==> src/rtl/fsk_demodulator.sv <==
// 8-FSK demodulator: hunts for the sync marker (sine=0x0FFFF, cos=0 held
// SYNC_MIN samples), aligns on the first non-marker sample, then times
// back-to-back SYMBOL_LEN-sample windows. In each window it counts forward
// I/Q quadrant steps and maps that count to a 3-bit tone index.
//
// Ports:
//   clk         system clock
//   reset       asynchronous active-low reset
//   in_valid    sine_in/cos_in carry a new sample this cycle
//   sine_in     signed in-phase sample
//   cos_in      signed quadrature sample
//   data_out    recovered symbol, held until the next strobe
//   data_valid  one-cycle strobe, data_out/tone_err valid
//   tone_err    window step count below BIN_WIDTH/2 (no tone detected)
//   sync_locked high while symbol windows are being timed
module fsk_demodulator #(
  parameter int unsigned SAMPLE_W   = 18,
  parameter int unsigned SYMBOL_LEN = 1000,
  parameter int unsigned BIN_WIDTH  = 40,
  parameter int unsigned SYNC_MIN   = 8,
  parameter int unsigned COUNT_W    = 12
) (
  input  logic                clk,
  input  logic                reset,
  input  logic                in_valid,
  input  logic [SAMPLE_W-1:0] sine_in,
  input  logic [SAMPLE_W-1:0] cos_in,
  output logic [2:0]          data_out,
  output logic                data_valid,
  output logic                tone_err,
  output logic                sync_locked
);

  localparam int unsigned RUN_W = $clog2(SYNC_MIN + 1);
  localparam logic [SAMPLE_W-1:0] MARKER_SIN = SAMPLE_W'(18'h0FFFF);
  localparam logic [RUN_W-1:0]    RUN_MAX    = RUN_W'(SYNC_MIN);
  localparam logic [COUNT_W-1:0]  SAMP_LAST  = COUNT_W'(SYMBOL_LEN - 1);
  localparam logic [COUNT_W-1:0]  HALF_BIN   = COUNT_W'(BIN_WIDTH / 2);

  typedef enum logic [1:0] {
    HUNT   = 2'd0,
    ALIGN  = 2'd1,
    SYMBOL = 2'd2
  } state_e;

  state_e               state_q, state_d;
  logic [RUN_W-1:0]     run_cnt_q, run_cnt_d;
  logic [1:0]           q_prev_q, q_prev_d;
  logic [COUNT_W-1:0]   samp_cnt_q, samp_cnt_d;
  logic [COUNT_W-1:0]   step_cnt_q, step_cnt_d;
  logic                 dec_pend_q, dec_pend_d;
  logic [COUNT_W-1:0]   dec_cnt_q, dec_cnt_d;
  logic [2:0]           data_out_q, data_out_d;
  logic                 data_valid_q, data_valid_d;
  logic                 tone_err_q, tone_err_d;
  logic                 sync_locked_q, sync_locked_d;

  logic                 marker_c;
  logic [1:0]           q_new_c;
  logic                 fwd_step_c;
  logic [COUNT_W-1:0]   step_next_c;
  logic [2:0]           tone_idx_c;

  // Marker detect and quadrant of the incoming sample
  always_comb begin
    marker_c = (sine_in == MARKER_SIN) && (cos_in == '0);
    unique case ({sine_in[SAMPLE_W-1], cos_in[SAMPLE_W-1]})
      2'b00:   q_new_c = 2'd0;
      2'b01:   q_new_c = 2'd1;
      2'b11:   q_new_c = 2'd2;
      default: q_new_c = 2'd3;
    endcase
    fwd_step_c  = (q_new_c == 2'(q_prev_q + 2'd1));
    step_next_c = (fwd_step_c && (step_cnt_q != '1)) ? step_cnt_q + COUNT_W'(1) : step_cnt_q;
  end

  // Tone index: highest k whose threshold k*BIN_WIDTH + BIN_WIDTH/2 is reached
  always_comb begin
    tone_idx_c = 3'd0;
    for (int k = 1; k < 8; k++) begin
      if (dec_cnt_q >= COUNT_W'(k * BIN_WIDTH + BIN_WIDTH / 2)) begin
        tone_idx_c = 3'(k);
      end
    end
  end

  // Next-state and output logic
  always_comb begin
    state_d       = state_q;
    run_cnt_d     = run_cnt_q;
    q_prev_d      = q_prev_q;
    samp_cnt_d    = samp_cnt_q;
    step_cnt_d    = step_cnt_q;
    dec_pend_d    = 1'b0;
    dec_cnt_d     = dec_cnt_q;
    data_out_d    = data_out_q;
    data_valid_d  = 1'b0;
    tone_err_d    = tone_err_q;
    sync_locked_d = sync_locked_q;

    // Decision stage: runs the cycle after window completion regardless of in_valid
    if (dec_pend_q) begin
      data_valid_d = 1'b1;
      tone_err_d   = (dec_cnt_q < HALF_BIN);
      data_out_d   = (dec_cnt_q < HALF_BIN) ? 3'd0 : tone_idx_c;
    end

    if (in_valid) begin
      if (marker_c) begin
        run_cnt_d = (run_cnt_q == RUN_MAX) ? run_cnt_q : run_cnt_q + RUN_W'(1);
      end else begin
        run_cnt_d = '0;
      end
      q_prev_d = q_new_c;

      unique case (state_q)
        HUNT: begin
          if (run_cnt_d == RUN_MAX) state_d = ALIGN;
        end
        ALIGN: begin
          // First non-marker sample only seeds q_prev; it is sample 1 of the window
          if (!marker_c) begin
            samp_cnt_d    = COUNT_W'(1);
            step_cnt_d    = '0;
            sync_locked_d = 1'b1;
            state_d       = SYMBOL;
          end
        end
        SYMBOL: begin
          if (run_cnt_d == RUN_MAX) begin
            // Re-sync wins over a window completing on the same sample
            state_d       = ALIGN;
            sync_locked_d = 1'b0;
            samp_cnt_d    = '0;
            step_cnt_d    = '0;
          end else if (samp_cnt_q == SAMP_LAST) begin
            dec_pend_d = 1'b1;
            dec_cnt_d  = step_next_c;
            samp_cnt_d = '0;
            step_cnt_d = '0;
          end else begin
            samp_cnt_d = samp_cnt_q + COUNT_W'(1);
            step_cnt_d = step_next_c;
          end
        end
        default: state_d = HUNT;
      endcase
    end
  end

  // State and output registers
  always_ff @(posedge clk or negedge reset) begin
    if (!reset) begin
      state_q       <= HUNT;
      run_cnt_q     <= '0;
      q_prev_q      <= '0;
      samp_cnt_q    <= '0;
      step_cnt_q    <= '0;
      dec_pend_q    <= 1'b0;
      dec_cnt_q     <= '0;
      data_out_q    <= '0;
      data_valid_q  <= 1'b0;
      tone_err_q    <= 1'b0;
      sync_locked_q <= 1'b0;
    end else begin
      state_q       <= state_d;
      run_cnt_q     <= run_cnt_d;
      q_prev_q      <= q_prev_d;
      samp_cnt_q    <= samp_cnt_d;
      step_cnt_q    <= step_cnt_d;
      dec_pend_q    <= dec_pend_d;
      dec_cnt_q     <= dec_cnt_d;
      data_out_q    <= data_out_d;
      data_valid_q  <= data_valid_d;
      tone_err_q    <= tone_err_d;
      sync_locked_q <= sync_locked_d;
    end
  end

  assign data_out    = data_out_q;
  assign data_valid  = data_valid_q;
  assign tone_err    = tone_err_q;
  assign sync_locked = sync_locked_q;

endmodule

==> config.mk <==
export PLATFORM = sky130hd
export DESIGN_NAME = fsk_demodulator
export DESIGN_NICKNAME = d
export VERILOG_FILES = /design/src/rtl/fsk_demodulator.sv
export SDC_FILE = /design/constraint.sdc
export NUM_CORES = 1
export LEC_CHECK = 0
export ABC_AREA = 0
export CAP_MARGIN = 20
export CORE_ASPECT_RATIO = 0.9
export CORE_MARGIN = 2
export CORE_UTILIZATION = 58
export DETAILED_ROUTE_END_ITERATION = 10
export PLACE_DENSITY = 0.85
export SLEW_MARGIN = 40
export SYNTH_ARGS = -nofsm -noshare
export SYNTH_HDL_FRONTEND = slang
export SYNTH_SLANG_ARGS = --single-unit
==> constraint.sdc <==
create_clock -name clk -period 3.5 [get_ports clk]
set_clock_uncertainty 0.1 [all_clocks]
set_input_delay 0.7 -clock clk [delete_from_list [all_inputs] [get_ports clk]]
set_output_delay 0.7 -clock clk [all_outputs]
set_load 0.01 [all_outputs]
# Word-level counts from Yosys, hierarchy flattened
# Index checks and enable logic that the tools add are counted.
dict set report op_classes {
  n_addsub 4
  bitwise_logic 1
  reduce_logical 11
  muxes 32
  n_lt_le_gt_ge 8
  n_eq_ne 13
}
# cell count
set op_table {}
lappend op_table {{12-bit 2-to-1 mux} 7}
lappend op_table {{12-bit case mux with 2 select lines} 2}
lappend op_table {{12-bit by 8-bit >= comparator with 1-bit output, second input constant} 3}
lappend op_table {{12-bit by 1-bit adder with 12-bit output, second input constant} 2}
lappend op_table {{12-bit by 9-bit >= comparator with 1-bit output, second input constant} 2}
lappend op_table {{3-bit 2-to-1 mux} 7}
lappend op_table {{18-bit by 16-bit equality test with 1-bit output, second input constant} 1}
lappend op_table {{18-bit logical NOT} 1}
lappend op_table {{12-bit by 10-bit equality test with 1-bit output, second input constant} 1}
lappend op_table {{12-bit by 6-bit >= comparator with 1-bit output, second input constant} 1}
lappend op_table {{12-bit by 7-bit >= comparator with 1-bit output, second input constant} 1}
lappend op_table {{12-bit by 5-bit less-than comparator with 1-bit output, second input constant} 1}
lappend op_table {{4-bit 2-to-1 mux} 3}
lappend op_table {{12-bit inequality test, second input constant} 1}
lappend op_table {{4-bit equality test, second input constant} 2}
lappend op_table {{1-bit 2-to-1 mux} 8}
lappend op_table {{4-bit AND reduction} 2}
lappend op_table {{2-bit case mux with 3 select lines} 1}
lappend op_table {{3-bit AND reduction} 2}
lappend op_table {{4-bit by 1-bit adder with 4-bit output, second input constant} 1}
lappend op_table {{2-bit by 1-bit equality test with 1-bit output, second input constant} 2}
lappend op_table {{2-bit equality test, second input constant} 2}
lappend op_table {{2-bit logical NOT} 2}
lappend op_table {{2-bit 2-to-1 mux} 2}
lappend op_table {{other kinds (10)} 12}
dict set report totals {
  register_bits 51
  output_inout_bits 6
  elab_cells 80
  in_bits 39
}

# Longest topological paths before layout
dict set report logic_depth {
  word_depth 9
  mapped_depth 9
  depth_no_buf 8
}

# Least setup slack after synthesis
# No wires, ideal clock.
dict set report synth_path {
  path_type {in2reg}
  startpoint {input cos_in[17]}
  endpoint {register step_cnt_q[11]}
  t_required_ns 3.282
  arrival_ns 2.423
  path_slack_ns 0.859
  cell_stages 8
  setup_ns 0.118
  path_cell_list {inv_1 ha_1 or3_1 a211oi_2 o221a_2 and3_1 o21ai_0 a21o_1}
}
dict set report synth_between {
  elab_chain_len 8
  word_cells_on_any_way 17
  cone_classes {eq/ne (5); mux (7); reduce/logical (5)}
}
# item line
set synth_rtl {}
lappend synth_rtl {{start, declared} 27} ;# input logic [SAMPLE_W-1:0] cos_in,
lappend synth_rtl {{2-bit equality test, or another cell as far along} 67} ;# unique case ({sine_in[SAMPLE_W-1], cos_in[SAMPLE_W-1]})
lappend synth_rtl {{2-bit case mux with 3 select lines} 67}
lappend synth_rtl {{2-bit equality test} 73} ;# fwd_step_c = (q_new_c == 2'(q_prev_q + 2'd1));
lappend synth_rtl {{1-bit logical AND} 74} ;# step_next_c = (fwd_step_c && (step_cnt_q != '1)) ? step_cnt_q + COUNT_W'(1) : step_cnt_q;
lappend synth_rtl {{12-bit 2-to-1 mux} 74}
lappend synth_rtl {{12-bit 2-to-1 mux} 136} ;# end else if (samp_cnt_q == SAMP_LAST) begin
lappend synth_rtl {{12-bit 2-to-1 mux} 130} ;# if (run_cnt_d == RUN_MAX) begin
lappend synth_rtl {{12-bit case mux with 2 select lines} 116} ;# unique case (state_q)
lappend synth_rtl {{end signal, assigned} 170} ;# step_cnt_q <= step_cnt_d;
lappend synth_rtl {{end, declared} 50} ;# logic [COUNT_W-1:0] step_cnt_q, step_cnt_d;
# Parallel ways exist; a longest one is shown, timed or not. The select of a mux whose other input is x is not followed.
# A chain may end at the register's enable or synchronous reset.

# Final worst setup path
# Same ends and word-level chain as after synthesis.

==> results.yml <==
critical_path:
  end_kind: "flip-flop"
  startpoint_type: "input pin"
  crit_fanout: 6
  timing.rr.start: "run_cnt_q[0]$_DFFE_PN0P_"
  r2r_end: "step_cnt_q[5]$_DFFE_PN0P_"
  regToRegSetupSlack_ns: 0.99
  crit_arrival_ns: 3.19
  rr_worst_depth: 9
  critPathKind: "in2reg"
  cp.required_ns: 3.64
clocking:
  cts_tree: "yes"
  cts_hold_buf: 0
  worstSkewPairLatency_ns: 0.30
  cts-buffers-inserted: 5
  cts-root-buf: "clkbuf_8"
  path_clk_slew_ns: 0.09
  cts_setup_buffers: 0
  h-tree-depth: 2
  clk_path_buf_depth: 2
  cts_resized: 0
  clock_sinks: 49
place:
  port_buffers: 44
  gp_congestion: 0.871
  post-place-ws_ns: 0.120
  hpwl_um: 4850
yosys:
  synth_largest_area_cell: "dfrtp_1"
  ys_seq_area_share_pct: 42.5
  avgSynthCellArea_um2: 9.01
  synth.distinct_cells: 53
  ys_top_cells_by_area: "dfrtp_1 (43%), o21ai_0 (5.9%), nand2_1 (4.0%)"
  synth-main-ff-cell: "dfrtp_1"
  ys_top_cells_by_count: "dfrtp_1 (49), o21ai_0 (34), nand2_1 (31)"
  synth_edf_count: 0
  synth.most_common_cell: "dfrtp_1"
  netlist_area_mm2: 0.00288
  synthArstFlopShare_pct: 100
  syn_nets: 365
  synthesis.instances: 320
  synth.yosys.warnings: 0
  synth.top_cell.area_share_pct: 42.5
  ys_seq_elements: 49
final_layout:
  seq_area_mm2: 0.00123
  n_fill_cell: 372
  antenna_cells: 0
  final_layout_size_suffix_gt1_share_pct: 7.55
  multi_input_area_mm2: 0.00155
  area_growth_pct: 23.1
  fin_nets: 415
timing:
  worstMarginPinSlew_ns: 0.607
  hold_violations: 0
  fin_crit_ns: 3.05
  setup_slack_ns: 0.453
  rsz0062_at_grt: "no"
  fmax_mhz: 328
  fin_tns_setup_ns: 0
  relSlewSlack_pct: 59.6
  period_share_pct: 87.1
  setup_viol: 0
  drv_slew: 0
global_routing:
  grt_pass1_vias: 2469
  grt_max_degree: 50
  grt-ovfl-total: 0
  grt_pass1_wl_um: 11100
  antenna_found_initial: 0
  grtUsageTotal_pct: 25.2
drt:
  wl_per_cell_um: 14.9
  drc_errors: 0
  via_per_inst: 6.09
  drtIter0Drc: 181
  drtAntennaViolNets: 0
  wirelength_um: 6490
  drtPass1Iterations: 4
  vias: 2655
outcome:
  status: "completed"
floorplanning:
  design.die.area_mm2: 0.00555
  coreArea_mm2: 0.00480
  die_w_um: 78.3
  io_pins: 45
  start_util_pct: 60.0
  dieHeight_um: 70.9
  rows: 24
job:
  drv_cap: 0
pwr:
  power.leakage_nw: 1.51
  power.density_mw_per_mm2: 302
  ir_drop_uv: 379
min_path:
  hold_path_class: "in2async"
## through the flow
step | total power, mW | hold slack (ns) | util [%] | area [µm²] | std cells
5_1_grt | 1.11 | 0.339 | 73.9 | 3550 | 436
2_1_floorplan | 0.603 | 0.304 | - | 2880 | 320
3_5_place_dp | 0.663 | 0.372 | 71.4 | 3430 | 428
3_3_place_gp | 0.659 | 0.359 | 71.3 | 3430 | 428
6_report | 1.07 | 0.304 | 73.9 | 3550 | 436
4_1_cts | 1.08 | 0.318 | 73.9 | 3550 | 436
## worst max-delay path by stage
| stage | from | end | slack (ns) | cells past startpoint |
|---|---|---|---|---|
| 2_1_floorplan | cos_in[17] | step_cnt_q[11]$_DFFE_PN0P_ | 0.86 | 8 |
| 3_3_place_gp | cos_in[17] | step_cnt_q[3]$_DFFE_PN0P_ | 0.26 | 8 |
| 3_5_place_dp | cos_in[12] | step_cnt_q[5]$_DFFE_PN0P_ | 0.12 | 8 |
| 4_1_cts | cos_in[12] | step_cnt_q[5]$_DFFE_PN0P_ | 0.45 | 8 |
| 5_1_grt | cos_in[17] | step_cnt_q[7]$_DFFE_PN0P_ | 0.29 | 9 |
| 6_report | cos_in[17] | step_cnt_q[11]$_DFFE_PN0P_ | 0.45 | 9 |
## power by group
| group | switching (mW) | internal (mW) |
|---|---|---|
| combinational | 0.0335 | 0.0466 |
| clock | 0.187 | 0.232 |
| sequential | 0.00254 | 0.568 |
## final cells by class
class,count,share of cell area [%]
Timing Repair Buffer,54,14.8
Sequential cell,49,34.6
Multi-Input combinational cell,248,43.7
Inverter,12,1.27
Tap cell,65,2.29
Clock inverter,2,1.06
Clock buffer,6,2.33
## cells in the final DEF (no fill, tap or decap), types with 5 or more instances in the layout
master | Yosys | final
o21ai_0 | 34 | 34
and3_1 | 7 | 7
inv_1 | 12 | 12
nor4_1 | 7 | 7
clkdlybuf4s50_1 | 0 | 43
nand2_1 | 31 | 31
nand3_1 | 12 | 12
xnor2_1 | 9 | 9
o31ai_1 | 11 | 11
nor3_1 | 8 | 8
clkbuf_8 | 0 | 6
or4_1 | 6 | 6
dfrtp_1 | 49 | 49
buf_4 | 2 | 10
nor3b_1 | 6 | 6
nand4_1 | 7 | 7
a21o_1 | 10 | 10
nor2_1 | 19 | 19
ha_1 | 6 | 6
nor2b_1 | 5 | 5
a21oi_1 | 17 | 17
## cells by family (layout without fill, tap and decap cells)
kind of cell,count (synthesis),after routing,synth area share (%)
adder cells (fa/ha/maj),6,6,2.60
flip-flops,49,49,42.5
multiplexers,1,1,0.521
AND/OR/NAND/NOR,125,125,23.3
AO/OA/AOI/OAI,107,107,24.7
buffers and inverters,23,74,3.69
XOR/XNOR,9,9,2.73
## layer usage
layer,global-route usage [%],vias up,share of wire (%)
met3,3.83,10,3.5
met5,0,-,0
met1,34.7,1284,46
met2,42.4,55,49
li1,-,1306,-
met4,6.24,0,1.0
## critical path, cell delays in order
cell	delay (ns)
clkdlybuf4s50_1	0.50
inv_1	0.05
ha_1	0.20
or3_1	0.44
a211oi_2	0.41
o221a_2	0.31
and3_1	0.22
nor3b_1	0.24
a21o_1	0.11
## registers in the layout, summed over array words and instances (netlist names)
name / flops
step_cnt_q: 12
data_out: 3
sync_locked: 1
state_q: 2
data_valid: 1
samp_cnt_q: 12
run_cnt_q: 4
tone_err: 1
dec_pend_q: 1
q_prev_q: 2
dec_cnt_q: 10
Power figures use the tool's default switching activity.
